### src/rtl/ddr_test_uart_report.sv
// Status reporter for the DDR3 pattern tester: sends 14-byte ASCII lines over a UART (8N1).
// Optional macro DDR_REPORT_VERDICT_EN replaces the 'D' flag with a P/F verdict against EXPECTED_OK.
module ddr_test_uart_report #(
  parameter int          CLKS_PER_BIT  = 434,
  parameter int          REPORT_PERIOD = 50000000,
  parameter logic [23:0] EXPECTED_OK   = 24'hFFFFFF
) (
  input  logic        clk,
  input  logic        rst_n,
  input  logic        wdone,
  input  logic        rdone,
  input  logic [23:0] num_ok,
  input  logic [2:0]  test_state,
  output logic        uart_tx,
  output logic        busy
);

  // state | meaning
  // IDLE  | waiting for a pending report
  // LOAD  | one cycle: latch snapshot, clear pending, restart period count
  // START | start bit (low)
  // DATA  | eight data bits, LSB first
  // STOP  | stop bit (high); then next byte or end of line
  typedef enum logic [2:0] {IDLE, LOAD, START, DATA, STOP} state_t;

  localparam logic [15:0] BAUD_LAST = 16'(CLKS_PER_BIT - 1);
  localparam logic [31:0] PER_LAST  = (REPORT_PERIOD == 0) ? 32'd0 : 32'(REPORT_PERIOD - 1);

  state_t      state_q, state_d;
  logic        pending_q, pending_d;
  logic [31:0] per_cnt_q, per_cnt_d;
  logic [15:0] baud_q, baud_d;
  logic [2:0]  bit_q, bit_d;
  logic [3:0]  byte_q, byte_d;
  logic [2:0]  snap_state_q;
  logic [23:0] snap_ok_q;
  logic        snap_w_q, snap_r_q;

  logic [31:0] per_base;
  logic        per_expire;
  logic        state_chg;
  logic        baud_done;
  logic [3:0]  nib;
  logic [7:0]  flag;
  logic [7:0]  cur_byte;

  // The LOAD cycle itself counts as period count 0, so line starts land exactly REPORT_PERIOD apart.
  always_comb begin
    per_base   = (state_q == LOAD) ? 32'd0 : per_cnt_q;
    per_expire = 1'b0;
    per_cnt_d  = per_base + 32'd1;
    if (REPORT_PERIOD == 0) begin
      per_cnt_d = 32'd0;
    end else if (per_base == PER_LAST) begin
      per_expire = 1'b1;
      per_cnt_d  = 32'd0;
    end
  end

  // During LOAD the snapshot is being replaced; the change is re-detected against the new one next cycle.
  assign state_chg = (state_q != LOAD) && (test_state != snap_state_q);
  assign pending_d = (pending_q && (state_q != LOAD)) || state_chg || per_expire;
  assign baud_done = (baud_q == BAUD_LAST);

  always_comb begin
    state_d = state_q;
    baud_d  = baud_q;
    bit_d   = bit_q;
    byte_d  = byte_q;
    case (state_q)
      IDLE: begin
        if (pending_d) state_d = LOAD;
      end
      LOAD: begin
        state_d = START;
        baud_d  = 16'd0;
        bit_d   = 3'd0;
        byte_d  = 4'd0;
      end
      START: begin
        if (baud_done) begin
          baud_d  = 16'd0;
          bit_d   = 3'd0;
          state_d = DATA;
        end else begin
          baud_d = baud_q + 16'd1;
        end
      end
      DATA: begin
        if (baud_done) begin
          baud_d = 16'd0;
          if (bit_q == 3'd7) state_d = STOP;
          else               bit_d   = bit_q + 3'd1;
        end else begin
          baud_d = baud_q + 16'd1;
        end
      end
      STOP: begin
        if (baud_done) begin
          baud_d = 16'd0;
          if (byte_q == 4'd13) begin
            state_d = pending_d ? LOAD : IDLE;
          end else begin
            byte_d  = byte_q + 4'd1;
            state_d = START;
          end
        end else begin
          baud_d = baud_q + 16'd1;
        end
      end
      default: state_d = IDLE;
    endcase
  end

  always_ff @(posedge clk or negedge rst_n) begin
    if (!rst_n) begin
      state_q      <= IDLE;
      pending_q    <= 1'b1;
      per_cnt_q    <= 32'd0;
      baud_q       <= 16'd0;
      bit_q        <= 3'd0;
      byte_q       <= 4'd0;
      snap_state_q <= 3'd0;
      snap_ok_q    <= 24'd0;
      snap_w_q     <= 1'b0;
      snap_r_q     <= 1'b0;
    end else begin
      state_q   <= state_d;
      pending_q <= pending_d;
      per_cnt_q <= per_cnt_d;
      baud_q    <= baud_d;
      bit_q     <= bit_d;
      byte_q    <= byte_d;
      if (state_q == LOAD) begin
        snap_state_q <= test_state;
        snap_ok_q    <= num_ok;
        snap_w_q     <= wdone;
        snap_r_q     <= rdone;
      end
    end
  end

`ifdef DDR_REPORT_VERDICT_EN
  always_comb begin
    if (snap_r_q)      flag = (snap_ok_q == EXPECTED_OK) ? "P" : "F";
    else if (snap_w_q) flag = "W";
    else               flag = "-";
  end
`else
  logic unused_exp_ok;
  assign unused_exp_ok = ^EXPECTED_OK;
  always_comb begin
    if (snap_r_q)      flag = "D";
    else if (snap_w_q) flag = "W";
    else               flag = "-";
  end
`endif

  always_comb begin
    case (byte_q)
      4'd4:    nib = snap_ok_q[23:20];
      4'd5:    nib = snap_ok_q[19:16];
      4'd6:    nib = snap_ok_q[15:12];
      4'd7:    nib = snap_ok_q[11:8];
      4'd8:    nib = snap_ok_q[7:4];
      default: nib = snap_ok_q[3:0];
    endcase
  end

  always_comb begin
    case (byte_q)
      4'd0:                         cur_byte = "S";
      4'd1:                         cur_byte = 8'h30 + {5'd0, snap_state_q};
      4'd2, 4'd10:                  cur_byte = " ";
      4'd3:                         cur_byte = "N";
      4'd4, 4'd5, 4'd6, 4'd7, 4'd8,
      4'd9:                         cur_byte = (nib < 4'd10) ? (8'h30 + {4'd0, nib})
                                                             : (8'h37 + {4'd0, nib});
      4'd11:                        cur_byte = flag;
      4'd12:                        cur_byte = 8'h0D;
      4'd13:                        cur_byte = 8'h0A;
      default:                      cur_byte = 8'hFF;
    endcase
  end

  always_comb begin
    case (state_q)
      START:   uart_tx = 1'b0;
      DATA:    uart_tx = cur_byte[bit_q];
      default: uart_tx = 1'b1;
    endcase
  end

  assign busy = (state_q != IDLE);

endmodule
### config.mk
export PLATFORM = sky130hd
export DESIGN_NAME = ddr_test_uart_report
export DESIGN_NICKNAME = d
export VERILOG_FILES = /design/src/rtl/ddr_test_uart_report.sv
export SDC_FILE = /design/constraint.sdc
export NUM_CORES = 1
export LEC_CHECK = 0
export ABC_AREA = 1
export CAP_MARGIN = 20
export CORE_MARGIN = 1
export CORE_UTILIZATION = 40
export CTS_BUF_LIST = sky130_fd_sc_hd__clkbuf_8 sky130_fd_sc_hd__clkbuf_16
export DETAILED_ROUTE_END_ITERATION = 12
export PLACE_DENSITY = 0.61
export SYNTH_ARGS = -nofsm -noshare
export SYNTH_HDL_FRONTEND = slang
export SYNTH_SLANG_ARGS = --single-unit
### constraint.sdc
create_clock -name clk -period 4.75 [get_ports clk]
set_clock_uncertainty 0.05 [all_clocks]
set_input_delay 0.475 -clock clk [delete_from_list [all_inputs] [get_ports clk]]
set_output_delay 0.475 -clock clk [all_outputs]
set_load 0.05 [all_outputs]
-- After elaboration in Yosys (flattened, before gate mapping)
Cells that the tools add are included.
- word-level logic and storage cells: 92
- flip-flop bits (word level): 88
- output and inout port bits: 2
- $add $sub $neg: 7
- eq/ne operators: 29
- magnitude comparators: 2
- reduce and logical (&&, ||, !) cells: 16
- mux-type cells: 28
- operator list (operator ; number):
    $mux 32 ; 2
    $pmux 8 s8 ; 1
    $add 32x1->32 const B ; 1
    $eq 32x26->1 const B ; 1
    $pmux 16 s2 ; 1
    $eq 4x4->1 const B ; 6
    $mux 3 ; 8
    $mux 7 ; 3
    $pmux 4 s5 ; 1
    $add 16x1->16 const B ; 1
    $eq 16x9->1 const B ; 1
    $eq 4x3->1 const B ; 4
    $mux 16 ; 1
    $pmux 3 s5 ; 1
    $add 6x4->7 const A ; 2
    $ne 2x2->1 const B ; 7
    $pmux 3 s3 ; 1
    $eq 4x2->1 const B ; 2
    $mux 4 ; 2
    $pmux 4 s2 ; 1
    $add 6x3->7 const A ; 1
    $eq 3x2->1 const B ; 2
    $eq 3x3->1 const B ; 2
    $reduce_bool 3->1 ; 2
    other kinds (23) ; 28

-- Logic depth before layout (Yosys ltp)
- depth after elaboration: 9
- mapped depth: 21
- gate-level depth less buffers: 20

-- Least setup slack after synthesis
OpenSTA, ideal clock, no wires.
- path kind: flip-flop to output port
- start point: register byte_q[0]
- end point: output port uart_tx
- slack: 1.481 ns
- buffers on the path: 1
- stages on the path, launching flop included: 18
- required time: 4.225 ns
- arrival: 2.744 ns
- path through: dfrtp_1 > inv_1 > ha_1 > clkbuf_1 > o21ai_0 > nand3_2 > or2_1 > nand2_1 > nand2_2 > o21ai_1 > nand2_1 > nand2_1 > nand2_1 > nand2_1 > nand2_1 > nand2_1 > nand2_1 > a21oi_1
- longest elaborated chain between the ends: 8
- ends and longest elaborated chain (element ; RTL line ; text):
    from (decl) ; 34 ; logic [3:0] byte_q, byte_d;
    from (signal assigned) ; 133 ; byte_q <= byte_d;
    $eq 4x4->1 / $eq 4x3->1 (equally long branches) ; 160, 171 ;
    $pmux 4 s5 ; 160 ; case (byte_q)
    $add 6x4->7, or another cell as far along ; 178 ; : (8'h37 + {4'd0, nib});
    $mux 7 ; 177 ; 4'd9: cur_byte = (nib < 4'd10) ? (8'h30 + {4'd0, nib})
    $pmux 8 s8 * ; 171 ; case (byte_q)
    $bmux 1 s3 * ; 189 ; DATA: uart_tx = cur_byte[bit_q];
    $mux 1 (implied by the code) * ; 189 ;
    $pmux 1 s2 * ; 187 ; case (state_q)
    to (decl) ; 14 ; output logic uart_tx,
Every way passes the cells marked *; elsewhere a longest branch is shown, timed or not. The select of a mux whose other input is x is not followed.

-- Final worst setup path
Ends and elaborated chain as after synthesis.

==> metrics <==
Req. time, crit path 4.22 ns; crit path max-delay cell type clkdlybuf4s50_1; Worst path max stage delay 0.82 ns; Worst Setup Path Type register to output pin; synthesized area 5400 µm²; nature of the critical path endpoint output pin; Reg clk slew, reported paths 0.06 ns; final hold violations 0; Total Power 1.61 mW; Num CTS Buffers 9; initial antenna violation count 0; PwrDens 259 nW/µm²; clk_lat worst skew 0.35 ns; Crit path buffers/inverters 2; Synth cell types 52; crit path to uart_tx; post-route cell area 6230 µm²; Ys Warns 0; Least-Margin Pin Slew 0.734 ns; worst-path fanout max 10; asr flop ratio synth 100%; port bufs 32; Die W 118 µm; DRT antenna net count 0; DR vias/cell 4.94; # hold bufs at CTS 0; CP dominant cell by count nand2_1; critical path arrival 3.54 ns; Post-synth top flop dfrtp_1; row cnt 42; Net Count, Synth 773; multiplexer area fraction after synthesis 0%; Area Overhead vs Synth 15.3%; Resized Gates After CTS 0; Root Driver clkbuf_16; Placed Area 5880 µm²; MaxCap Viol Count 0; Crit. Startpoint byte_q[0]$_DFFE_PN0P_; GPL Wtd Cong 0.893; drc violations 0; min Tclk post-route 4.06 ns; Startpoint Class register; maximum clock frequency 246 MHz; Initial Util 41.0%; first-pass GRT wire length 21500 µm; Reg2Reg Depth 15; gr ovfl total 0; I/O pins 33; Tcrit/Tclk final 85.5%; Vias 4676; Synth Area in Compound Gates 8.43%; CP top delay family simple AND/OR/NAND/NOR gates; RSZ-0062 raised after global routing false; peak supply drop 180 µV; Total GRT Usage 19.2%; simple-gate share of the synthesized area 35.9%; final setup fails 0; layout cell share with drive strength beyond 1 9.34%; initial drt markers 223; CTS sink cnt 88; Max Slew Vio Count 0; Lkg Pwr 2.88 nW; Slew headroom 51.0%; Post-Syn Instances 733; die height 118 µm; vias in the first global route 4727; drt pass-1 iters 5; fin nets 806; postcts setup bufs 0; Hold WC Path Type input port to async pin; hpwl dp 9000 µm; Setup TNS Final 0 ns; number of flops mapped to enable cells by yosys 0; register area share after synthesis 40.8%; worst reg2reg path endpoint state_q[0]$_DFFE_PN0P_; CP Depth 17; final wirelength 12300 µm; adder-cell share of the synthesized area 2.08%; reg-to-reg slack, setup 1.70 ns; status finished clean; largest family of logic cells by synthesized area simple AND/OR/NAND/NOR gates; synthesized area per cell 7.37 µm²; largest net degree at the start of global routing 52; Ant. Diodes 0; Critical Path, Cell by Cell inv_1 -> ha_1 -> o21ai_0 -> nand3_2 -> or2_1 -> nand2_1 -> nand2_2 -> nand2_1 -> nand3_1 -> nand3_1 -> nand2_1 -> nand2_1 -> nand2_1 -> nand2_1 -> nand2_1 -> a21oi_1 -> clkdlybuf4s50_1; WL/cell 13.0 µm; flops & latches, synth 88; CTS tree done; core area 13200 µm²; die area 14000 µm²; Max clock buf depth 2; XOR/XNOR Fraction of Synth Area 2.59%; CTS H-tree lvls 3; worst r2r src state_q[1]$_DFFE_PN0P_
-- per-stage QoR --
step	instances	hold slack (ns)	setup slack, ns	util, %
5_1_grt	947	0.0713	0.365	47.2
3_5_place_dp	931	0.421	1.11	44.6
2_1_floorplan	733	0.129	1.48	-
4_1_cts	947	0.0462	0.690	47.2
3_3_place_gp	931	0.418	1.21	44.6
6_report	947	0.0334	0.690	47.2
-- area by class of cell --
cell class                 count  area, µm²
clock buffer                   9        225
clock inverter                 7        120
fill                        1291       6960
inverter                     124        468
multi-input combinational    508       2650
sequential                    88       2200
tap                          176        220
timing repair buffer          35        340
-- how the worst min path moves through the flow --
| stage | end | depth (start not counted) | start |
|---|---|---|---|
| after floorplan | baud_q[0]$_DFFE_PN0P_ | 0 | rst_n |
| after global placement | baud_q[11]$_DFFE_PN0P_ | 1 | rst_n |
| after detailed placement | baud_q[12]$_DFFE_PN0P_ | 1 | rst_n |
| after CTS | baud_q[6]$_DFFE_PN0P_ | 1 | rst_n |
| after global routing | baud_q[12]$_DFFE_PN0P_ | 1 | rst_n |
| final | baud_q[12]$_DFFE_PN0P_ | 1 | rst_n |
-- sequential cells by signal, indices dropped and copies added, names as in the netlist --
name          flops
per_cnt_q        32
snap_ok_q        24
baud_q           16
byte_q            4
bit_q             3
snap_state_q      3
state_q           3
pending_q         1
snap_r_q          1
snap_w_q          1
-- cell usage after synthesis (2+ instances only) --
cell type | count | area [µm²]
a21oi_1 | 22 | 110
nand3_2 | 5 | 50.1
a211oi_1 | 3 | 22.5
clkinv_2 | 2 | 10.0
o22ai_1 | 3 | 18.8
clkinv_1 | 2 | 7.51
and3_1 | 2 | 12.5
clkbuf_1 | 6 | 22.5
o21ai_1 | 6 | 30.0
inv_2 | 8 | 30.0
o21ai_0 | 29 | 145
dfrtp_1 | 87 | 2180
nand3_1 | 37 | 185
nor4_1 | 7 | 43.8
buf_6 | 4 | 45.0
nor2_8 | 2 | 40.0
nor2_4 | 8 | 90.1
xor2_1 | 15 | 131
nor2_2 | 9 | 56.3
nor3_1 | 29 | 145
nand2_4 | 3 | 33.8
nor3_2 | 2 | 20.0
nand2_2 | 3 | 18.8
nor2_1 | 97 | 364
buf_2 | 2 | 10.0
a211o_1 | 2 | 17.5
nor3_4 | 2 | 32.5
nand4_1 | 18 | 113
nand2_1 | 174 | 653
a31oi_1 | 2 | 12.5
inv_1 | 112 | 420
o211ai_1 | 2 | 15.0
ha_1 | 9 | 113
-- per-layer routing --
metal / vias up / share of wire, % / GRT usage [%]
li1: 2391 / - / -
met1: 2189 / 45 / 23.1
met2: 85 / 50 / 33.6
met3: 11 / 3.5 / 4.34
met4: 0 / 1.1 / 6.25
met5: - / 0 / 0
-- cells in the final DEF (no fill, tap or decap), types with 15 or more instances in the layout --
cell type        Yosys  routed
a21oi_1             22      22
clkdlybuf4s50_1      0      31
dfrtp_1             87      87
inv_1              112     112
nand2_1            174     174
nand3_1             37      37
nand4_1             18      18
nor2_1              97      97
nor3_1              29      29
o21ai_0             29      29
xor2_1              15      15
-- where the power goes --
part           switching [mW]  internal (mW)  total (mW)
Clock                   0.306          0.515       0.821
Combinational          0.0195         0.0221      0.0417
Sequential                  0          0.749       0.749
Total                   0.326           1.29        1.61
-- cells by family after synthesis --
kind of cell / Yosys count
fa+ha+maj: 9
compound gates: 78
buf+inv: 137
xor+xnor: 16
simple gates: 405
flops: 88
No activity file was read; power rests on OpenSTA's default activity.
==> patch: new RTL, config.mk and constraints unchanged <==
Register the inputs `wdone`, `rdone`, `num_ok` and `test_state` before use. The logic sees them one clock later.
--- a/src/rtl/ddr_test_uart_report.sv
+++ b/src/rtl/ddr_test_uart_report.sv
@@ -26,6 +26,18 @@
   localparam logic [15:0] BAUD_LAST = 16'(CLKS_PER_BIT - 1);
   localparam logic [31:0] PER_LAST  = (REPORT_PERIOD == 0) ? 32'd0 : 32'(REPORT_PERIOD - 1);
 
+  logic wdone_q;
+  logic rdone_q;
+  logic [23:0] num_ok_q;
+  logic [2:0] test_state_q;
+
+  always_ff @(posedge clk) begin
+    wdone_q      <= wdone;
+    rdone_q      <= rdone;
+    num_ok_q     <= num_ok;
+    test_state_q <= test_state;
+  end
+
   state_t      state_q, state_d;
   logic        pending_q, pending_d;
   logic [31:0] per_cnt_q, per_cnt_d;
@@ -58,7 +70,7 @@
   end
 
   // During LOAD the snapshot is being replaced; the change is re-detected against the new one next cycle.
-  assign state_chg = (state_q != LOAD) && (test_state != snap_state_q);
+  assign state_chg = (state_q != LOAD) && (test_state_q != snap_state_q);
   assign pending_d = (pending_q && (state_q != LOAD)) || state_chg || per_expire;
   assign baud_done = (baud_q == BAUD_LAST);
 
@@ -132,10 +144,10 @@
       bit_q     <= bit_d;
       byte_q    <= byte_d;
       if (state_q == LOAD) begin
-        snap_state_q <= test_state;
-        snap_ok_q    <= num_ok;
-        snap_w_q     <= wdone;
-        snap_r_q     <= rdone;
+        snap_state_q <= test_state_q;
+        snap_ok_q    <= num_ok_q;
+        snap_w_q     <= wdone_q;
+        snap_r_q     <= rdone_q;
       end
     end
   end
Behaviour: same outputs for any inputs over 10 cycles, from zero or initial values and one cycle with rst_n low; that may be too few to reach the edited logic, so the function may still have changed.
==> patch against the unedited design <==
  * Register-to-register slack got worse by 0.28 ns
  * Highest routed layer unchanged
  * Routed wire length rose by 10%
  * Fmax fell by 5.3%
  * Area after synthesis rose by 10%
  * First-iteration DRC count rose by 28%
  * Sequential cell count rose by 29
  * Critical endpoint unchanged
  * Worst setup slack got worse by 0.23 ns
  * Count of clock-buffer cells in the layout rose by 9
  * Sequential share of layout area rose by 4.1 points
  * Design area rose by 13%
  * Core utilization rose by 1.3 points
Power is not compared: it rests on default switching activity, and its combinational part moved more than twofold at a synthesized area within 25%.
==> patch: results (changes against the unedited design) <==
INFO  metric synthesis.yosys.warnings = 0 (unchanged)
INFO  metric peakVddDrop = 0.3130 mV
INFO  metric finalWeightedCongestion = 0.9159 (+2.6%)
INFO  metric synth_fp_nets = 815 (+5.4%)
INFO  metric antenna_violations_before_repair = 0 (unchanged)
INFO  metric grt_first_pass_wirelength = 23400 um (+8.8%)
INFO  metric routed-via-count = 5042 (+7.8%)
INFO  metric hpwl = 9485 um (+5.4%)
INFO  metric cts.repair.resized = 0 (unchanged)
INFO  metric grt.met3_usage = 4.441% (+0.098 points)
INFO  metric timing.hold.worst.class = register to register
INFO  metric grt_util_all_layers = 19.90% (+0.75 points)
INFO  metric met1_usage = 27.99% (+4.9 points)
INFO  metric worst_pin_slew = 0.7081 ns (-0.02591 ns)
INFO  metric ctsLongestPathBuffers = 2 (unchanged)
INFO  metric status = complete, no violations
INFO  metric timing.critical_path.arrival = 3.76 ns (+0.22 ns)
INFO  metric filler_cell_count = 1446 (+12%)
INFO  metric synthTopCellsByCount = 203 x nand2_1, 98 x inv_1, 87 x dfrtp_1
INFO  metric first_iter_violations = 286 (+28%)
INFO  metric cts_htree_levels = 4 (+1)
INFO  metric clk_latency = 0.42 ns (+0.07 ns)
INFO  metric cts-root-buf = clkbuf_16
INFO  metric antenna_cells_inserted = 0 (unchanged)
INFO  metric vias_in_the_first_global_route = 4909 (+3.9%)
INFO  metric synth.yosys.seq_area_share = 46.66% (+5.9 points)
INFO  metric post_route_cells_drive_above_1_share = 10.76% (+1.4 points)
INFO  metric port_buffers = 32 (unchanged)
INFO  metric synth_flop_cell = dfrtp_1
INFO  metric timing.critical_path.fanout_max = 13 (+3)
INFO  metric grtUsageMet2 = 29.28% (-4.3 points)
INFO  metric detailed_place.area = 6452 um^2 (+9.7%)
INFO  metric synthDistinctLibCells = 48 (-7.7%)
INFO  metric power_leakage = between 3 and 4 nW
INFO  metric postSynth.asyncResetShare = 75.21% (-25 points)
INFO  metric area_delta_synth_final = 18.22%
INFO  metric wirelength = 13580 um (+10%)
INFO  metric grt_max_degree = 58 (+12%)
INFO  metric final_net_count = 854 (+6.0%)
INFO  metric yosys-top-cells-area = dfrtp_1 36%, nand2_1 13%, dfxtp_1 9.7%
INFO  metric cts_inserted_buffers = 17 (+8)
INFO  metric largest_registers = per_cnt_q: 32 flops, num_ok_q: 24 flops, snap_ok_q: 24 flops
INFO  metric clkTransAtPathRegs = 0.06 ns (about the same)
INFO  metric detail_route.first_pass.iterations = 5 (unchanged)
==> patch: path summary, 6_finish.rpt <==
| kind | start | to | slack, ns | depth (start not counted) |
|---|---|---|---|---|
| max in group asynchronous | rst_n | per_cnt_q[14] | 3.10 | 3 |
| worst min-delay path | num_ok_q[19] | snap_ok_q[19] | 0.37 | 2 |
| worst max register to register | state_q[0] | state_q[1] | 1.42 | 12 |
| min in group asynchronous | rst_n | snap_ok_q[12] | 0.51 | 2 |
| worst min register to register | num_ok_q[19] | snap_ok_q[19] | 0.37 | 2 |
| worst max-delay path | byte_q[0] | uart_tx | 0.46 | 17 |
==> patch: critical path, cell delays in order, from the launching register on <==
cell and delay [ns]:
dfrtp_1 0.40, inv_1 0.14, ha_1 0.49, nand3_1 0.19, nand2_1 0.12, nor2_2 0.06
nand3_1 0.21, nand3_1 0.12, o21ai_0 0.19, nand2_1 0.07, nand2_1 0.05, nand2_1 0.04
nand2_1 0.05, nand2_1 0.06, nand2_1 0.05, nand2_1 0.05, a21oi_1 0.21, clkdlybuf4s50_1 0.85
==> patch: final cells by class <==
class | instances | area (um^2) | share of cell area (%)
tap | 184 | 230.2 | 3.264
multi-input combinational | 528 | 2668 | 37.81
sequential | 117 | 2784 | 39.46
clock inverter | 14 | 152.6 | 2.164
inverter | 114 | 430.4 | 6.101
clock buffer | 18 | 439.2 | 6.226
timing repair buffer | 36 | 350.3 | 4.966
==> patch: logic make-up after synthesis <==
logic type / after synthesis / share of synthesized area [%]
buffers and inverters: 130 / 8.639
adders and majority gates: 9 / 1.887
xor gates and xnor gates: 16 / 2.348
and+or+nand+nor: 432 / 33.53
DFF: 117 / 46.66
AOI/OAI and AO/OA: 71 / 6.941
==> patch: timing repair <==
item	4_1_cts	5_1_grt
hold endpoints to repair	37	0
hold buffers	1	0
setup buffers	0	0
==> patch: through the flow <==
stage / hold slack (ns) / setup WS (ns) / utilization, % / instances
after floorplan: 0.1294 / 1.574 / - / 775
after detailed placement: 0.3616 / 0.9416 / 44.40 / 978
final: 0.3732 / 0.4634 / 48.54 / 1011
after CTS: 0.3771 / 0.4939 / 48.54 / 1011
after global placement: 0.3606 / 0.9723 / 44.40 / 978
after global routing: 0.3902 / 0.09603 / 48.54 / 1011
==> patch: report_power, final <==
part           total [mW]  internal, mW  switching [mW]  leakage [nW]
logic                1.08         0.335           0.744          1.60
registers            1.35          1.19           0.152          1.41
clock network        1.27         0.789           0.485         0.279
==> patch: per-layer routing <==
| layer | wire length, um | vias to the layer above |
|---|---|---|
| met5 | 0 | - |
| met4 | 243 | 0 |
| met3 | 494 | 22 |
| met2 | 5777 | 91 |
| met1 | 7066 | 2340 |
| li1 | - | 2589 |
